## config.mk

```make
export PLATFORM = sky130hd
export DESIGN_NAME = dma_req_queue
export DESIGN_NICKNAME = d
export VERILOG_FILES = /design/src/rtl/dma_req_queue_pkg.sv /design/src/rtl/dma_req_fifo.sv /design/src/rtl/dma_req_queue.sv
export SDC_FILE = /design/constraint.sdc
export NUM_CORES = 1
export LEC_CHECK = 0
export BUFFER_PORTS_ARGS = -buffer_cell sky130_fd_sc_hd__buf_2
export CAP_MARGIN = 20
export CORE_UTILIZATION = 30
export CTS_CLUSTER_DIAMETER = 100
export DETAILED_ROUTE_END_ITERATION = 8
export PLACE_DENSITY = 0.46
export SYNTH_ARGS = -nofsm -noshare
export SYNTH_HDL_FRONTEND = slang
export SYNTH_SLANG_ARGS = --single-unit
```

## constraint.sdc

```tcl
create_clock -name clk_i -period 7.84 [get_ports clk_i]
set_clock_uncertainty 0.2 [all_clocks]
set_input_delay 0.784 -clock clk_i [delete_from_list [all_inputs] [get_ports clk_i]]
set_output_delay 0.784 -clock clk_i [all_outputs]
set_load 0.01 [all_outputs]
```

## src/rtl/dma_req_queue_pkg.sv

```systemverilog
// Shared types for the DMA descriptor queue.
// Descriptor layout and error-pulse bit positions.
package dma_req_queue_pkg;

  localparam int unsigned DescAddrW = 64;
  localparam int unsigned DescLenW  = 64;

  typedef struct packed {
    logic [DescAddrW-1:0] src;
    logic [DescAddrW-1:0] dst;
    logic [DescLenW-1:0]  len;
  } desc_t;

  localparam int unsigned ErrW       = 2;
  localparam int unsigned ErrZeroBit = 0;
  localparam int unsigned ErrSpurBit = 1;

endpackage

```

## src/rtl/dma_req_fifo.sv

```systemverilog
// Register FIFO, Depth entries, wrap-bit pointers.
// push/pop with data, full/empty flags and usage count.
module dma_req_fifo #(
  parameter int unsigned Width = 8,
  parameter int unsigned Depth = 4,
  localparam int unsigned PtrW = $clog2(Depth)
) (
  input  logic             clk_i,
  input  logic             rst_i,
  input  logic             push_i,
  input  logic [Width-1:0] data_i,
  input  logic             pop_i,
  output logic [Width-1:0] data_o,
  output logic             full_o,
  output logic             empty_o,
  output logic [PtrW:0]    usage_o
);

  logic [PtrW:0]    wr_q;
  logic [PtrW:0]    rd_q;
  logic [Width-1:0] mem_q [Depth];

  // storage is cleared too so the head reads zero
  // while the queue is empty after reset
  always_ff @(posedge clk_i) begin
    if (rst_i) begin
      wr_q <= '0;
      rd_q <= '0;
      for (int i = 0; i < Depth; i++) begin
        mem_q[i] <= '0;
      end
    end else begin
      if (push_i && !full_o) begin
        mem_q[wr_q[PtrW-1:0]] <= data_i;
        wr_q <= wr_q + (PtrW+1)'(1);
      end
      if (pop_i && !empty_o) begin
        rd_q <= rd_q + (PtrW+1)'(1);
      end
    end
  end

  assign full_o  = (wr_q[PtrW] != rd_q[PtrW]) &&
                   (wr_q[PtrW-1:0] == rd_q[PtrW-1:0]);
  assign empty_o = (wr_q == rd_q);
  assign usage_o = wr_q - rd_q;
  assign data_o  = mem_q[rd_q[PtrW-1:0]];

endmodule

```

## src/rtl/dma_req_queue.sv

```systemverilog
// DMA descriptor queue: ID assignment, in-order issue
// with bounded inflight, completion and error tracking.
module dma_req_queue
  import dma_req_queue_pkg::*;
#(
  parameter int unsigned AddrWidth   = 64,
  parameter int unsigned LenWidth    = 64,
  parameter int unsigned Depth       = 4,
  parameter int unsigned MaxInflight = 2,
  parameter int unsigned IdWidth     = 32,
  localparam int unsigned IfW = $clog2(MaxInflight+1)
) (
  input  logic                 clk_i,
  input  logic                 rst_i,
  input  logic [AddrWidth-1:0] src_addr_i,
  input  logic [AddrWidth-1:0] dst_addr_i,
  input  logic [LenWidth-1:0]  length_i,
  input  logic                 submit_valid_i,
  output logic                 submit_ready_o,
  output logic [IdWidth-1:0]   submit_id_o,
  output logic [AddrWidth-1:0] req_src_addr_o,
  output logic [AddrWidth-1:0] req_dst_addr_o,
  output logic [LenWidth-1:0]  req_length_o,
  output logic                 req_valid_o,
  input  logic                 req_ready_i,
  input  logic                 trans_complete_i,
  output logic [IdWidth-1:0]   next_id_o,
  output logic [IdWidth-1:0]   done_id_o,
  output logic [IfW-1:0]       inflight_o,
  output logic                 idle_o,
  output logic                 err_zero_o,
  output logic                 err_spurious_o
);

  localparam int unsigned PtrW = $clog2(Depth);

  desc_t push_desc;
  desc_t head_desc;

  logic            fifo_full;
  logic            fifo_empty;
  logic [PtrW:0]   fifo_usage;
  logic            accept;
  logic            zero_len;
  logic            push;
  logic            issue;
  logic            cmpl;
  logic            spur;

  logic [IdWidth-1:0] next_id_q;
  logic [IdWidth-1:0] done_id_q;
  logic [IfW-1:0]     inflight_q;
  logic [IfW-1:0]     inflight_d;
  logic [ErrW-1:0]    err_q;

  assign zero_len       = (length_i == '0);
  assign submit_ready_o = !fifo_full;
  assign accept         = submit_valid_i && submit_ready_o;
  assign push           = accept && !zero_len;

  always_comb begin
    push_desc     = '0;
    push_desc.src = DescAddrW'(src_addr_i);
    push_desc.dst = DescAddrW'(dst_addr_i);
    push_desc.len = DescLenW'(length_i);
  end

  dma_req_fifo #(
    .Width ($bits(desc_t)),
    .Depth (Depth)
  ) u_fifo (
    .clk_i   (clk_i),
    .rst_i   (rst_i),
    .push_i  (push),
    .data_i  (push_desc),
    .pop_i   (issue),
    .data_o  (head_desc),
    .full_o  (fifo_full),
    .empty_o (fifo_empty),
    .usage_o (fifo_usage)
  );

  assign req_valid_o = !fifo_empty &&
                       (inflight_q < IfW'(MaxInflight));
  assign issue = req_valid_o && req_ready_i;

  // a completion is legal if something is outstanding
  // or being issued in the same cycle
  assign cmpl = trans_complete_i &&
                ((inflight_q != '0) || issue);
  assign spur = trans_complete_i &&
                (inflight_q == '0) && !issue;

  assign req_src_addr_o = head_desc.src[AddrWidth-1:0];
  assign req_dst_addr_o = head_desc.dst[AddrWidth-1:0];
  assign req_length_o   = head_desc.len[LenWidth-1:0];

  always_comb begin
    inflight_d = inflight_q;
    unique case ({issue, cmpl})
      2'b10:   inflight_d = inflight_q + IfW'(1);
      2'b01:   inflight_d = inflight_q - IfW'(1);
      default: inflight_d = inflight_q;
    endcase
  end

  always_ff @(posedge clk_i) begin
    if (rst_i) begin
      next_id_q  <= '0;
      done_id_q  <= '0;
      inflight_q <= '0;
      err_q      <= '0;
    end else begin
      if (push) begin
        next_id_q <= next_id_q + IdWidth'(1);
      end
      if (cmpl) begin
        done_id_q <= done_id_q + IdWidth'(1);
      end
      inflight_q        <= inflight_d;
      err_q[ErrZeroBit] <= accept && zero_len;
      err_q[ErrSpurBit] <= spur;
    end
  end

  assign submit_id_o    = next_id_q + IdWidth'(1);
  assign next_id_o      = next_id_q;
  assign done_id_o      = done_id_q;
  assign inflight_o     = inflight_q;
  assign idle_o         = (fifo_usage == '0) &&
                          (inflight_q == '0);
  assign err_zero_o     = err_q[ErrZeroBit];
  assign err_spurious_o = err_q[ErrSpurBit];

endmodule

```

==> metrics.txt <==
status=completed; Finish-stage setup viols=0; Top FF cell, synth=edfxtp_1; Place WS=2.33 ns; via count=22.4k; wire per inst=24.0 µm; drt first pass iters=5; Synth area leader=edfxtp_1; Yosys Warn Count=0; Die H=353 µm; cts bufs inserted=101; Arr. time, crit path=4.94 ns; Crit path largest cell delay=0.81 ns; Root Buffer=clkbuf_16; I/O pin cnt=492; post-synthesis register bit count=844; power per cell area=264 mW/mm²; post-synthesis cell count=2393; Max Freq=206 MHz; setup TNS=0 ns; synthesized area per cell=15.5 µm²; initial antenna violation count=41; vias per cell=4.90; Fillers=11.7k; maximum VDD drop=178 µV; Die Wd=353 µm; GRT Util Overall=17.3%; Remaining DRCs=0; FP Rows=128; post-CTS setup buffer count=0; clock insertion delay at the later pin of the skew report=0.67 ns; largest net degree at the start of global routing=192; H-tree levels=3; leak pwr=0.0170 µW; Area Growth Syn to Fin=19.9%; Die ar.=0.125 mm²; adder-cell share of the synthesized area=0.236%; Hold Fails Final Rpt=0; CTS Buffer Depth=3; CP max-delay cell=buf_4; ys async rst share=0%; min-delay worst type=in -> reg; Detailed Route WL=110000 µm; Max Transition Viols Final=0; top cells by area, synth=edfxtp_1 (62%), mux4_2 (12%), and2_1 (9.8%); initial core utilization=30.3%; Worst-Margin Slew=1.16 ns; Cell variety after synth=49; post-synthesis mux area share=11.8%; data required time of the worst path=7.93 ns; DP HPWL=61800 µm; vias in the first global route=23.5k; Final #Nets=3046; Reg clk slew, reported paths=0.06 ns; remaining global-route overflow=0; Core ar.=0.122 mm²; ratio of cells with drive above 1 in the final layout=29.6%; post-layout min period=4.86 ns; post-route antenna net violation count=0; synthesized area=0.0371 mm²; detailed router's first-iteration violation count=1458; post-cts gate resize count=0; Max Cap Viol=0; Final Wtd Congestion=0.806; critical path class=reg -> reg; unrepaired setup endpoints after global routing=false; Slew headroom=22.9%; Simple-Gate Fraction of Synth Area=16.7%; CTS tree=built; Hold Buf Count CTS=0; share of the synthesized area in the top cell type=62.2%; clock sink count=844; post-layout util=36.4%; IO Port Bufs=491; Worst Setup End Kind=flop; largest family of logic cells by synthesized area=simple AND/OR/NAND/NOR gates; most frequent CP cell=buf_4; EDFF count, synth=768; sequential share of the synthesized area=66.3%; Final Cycle Share=61.9%; post-synth net total=2597; startpoint types=flop; peak fanout along the critical path=131; Synth Area in XOR/XNOR=1.27%; worst setup margin=2.98 ns; CP Cell Sequence=ha_1 > nand2_1 > o21ai_4 > buf_4 > or3_1 > nor3_4 > buf_12 > or2_4 > buf_4; global-route wire length before repair=160000 µm; Synth Area in Compound Gates=1.65%
[logic make-up (layout without fill, tap and decap cells)]
kind of cell               Yosys count  count (layout)
AOI/OAI and AO/OA                  100             100
xor gates and xnor gates            53              53
adders and majority gates            7               7
buffers and inverters              184             715
DFF                                844             844
muxes                              197             197
other                                0              10
and+or+nand+nor                   1008            1008
[flip-flops by register name, summed over array words and instances, names as in the netlist, named ones only]
name and cells:
u_fifo.mem_q 768, done_id_o 32, next_id_o 32, u_fifo.rd_q 3
u_fifo.wr_q 3, err_q 2, inflight_o 2
[layout make-up]
class / instances / area [µm²] / share of cell area, %
repair buffers: 523 / 2860 / 6.42
diodes: 10 / 25.0 / 0.0563
inverters: 7 / 26.3 / 0.0591
clock buffers: 140 / 2770 / 6.23
well taps: 1625 / 2030 / 4.57
clock inverters: 45 / 347 / 0.780
multi-input cells: 1365 / 11800 / 26.6
flip-flops and latches: 844 / 24600 / 55.3
[per-layer routing]
metal,vias to the layer above,global-route usage [%],wire (µm)
li1,9995,-,-
met1,11500,21.6,44600
met2,667,29.3,54700
met3,179,4.52,7520
met4,36,5.33,2580
met5,-,0,220
[final timing paths]
check | startpoint | to | slack (ns) | depth (start not counted)
max | u_fifo.wr_q[1] | u_fifo.mem_q[0][115] | 2.98 | 9
min | dst_addr_i[0] | u_fifo.mem_q[0][64] | 0.21 | 2
max reg2reg | u_fifo.wr_q[1] | u_fifo.mem_q[0][115] | 2.98 | 9
min reg2reg | done_id_o[31] | done_id_o[31] | 0.29 | 2
[layout by cell type, fill, tap and decap left out, drive strengths merged, types with 2 or more instances in the layout]
cell    synthesis  routed
a211oi          2       2
a21oi          47      47
and2          582     582
and3          199     199
and4            6       6
buf            67     523
bufinv          0       4
clkbuf        110     140
clkinv          0      38
dfxtp          76      76
diode           0      10
edfxtp        768     768
ha              7       7
inv             7      10
mux2            4       4
mux4          192     192
nand2          35      35
nand2b          2       2
nand3          33      33
nand4          24      24
nand4b          2       2
nor2           40      40
nor2b           3       3
nor3           10      10
nor4           21      21
nor4b           2       2
o21ai          14      14
o31ai          32      32
or2             4       4
or3            10      10
or4            32      32
xnor2          30      30
xor2           23      23
[where the power goes]
part,internal (µW),switching (µW)
Combinational,870,1110
Sequential,5190,122
Clock,2590,1870
[cell usage after synthesis, drive strengths merged (30+ instances only)]
cell type	count
buf	67
nand3	33
and2	582
mux4	192
xnor2	30
clkbuf	110
nand2	35
or4	32
nor2	40
edfxtp	768
and3	199
dfxtp	76
a21oi	47
o31ai	32
[critical path: cells and delay by family, from the launching register on]
kind,cells,cell delay (ns)
DFF,1,0.55
and+or+nand+nor,4,1.59
buffers and inverters,3,1.60
adders and majority gates,1,0.33
AOI/OAI and AO/OA,1,0.06
[per-stage QoR]
stage                     instances  instance area (µm²)  hold WS (ns)  total power, µW
after floorplan                2393                37100         0.267             6580
after detailed placement       4364                41300         0.274             7460
after global placement         4363                41300         0.266             7440
after global routing           4554                44400         0.177            12200
after CTS                      4549                44400         0.153            12000
final                          4559                44400         0.214            11800
Note: power is estimated with default switching activity, not from simulation.
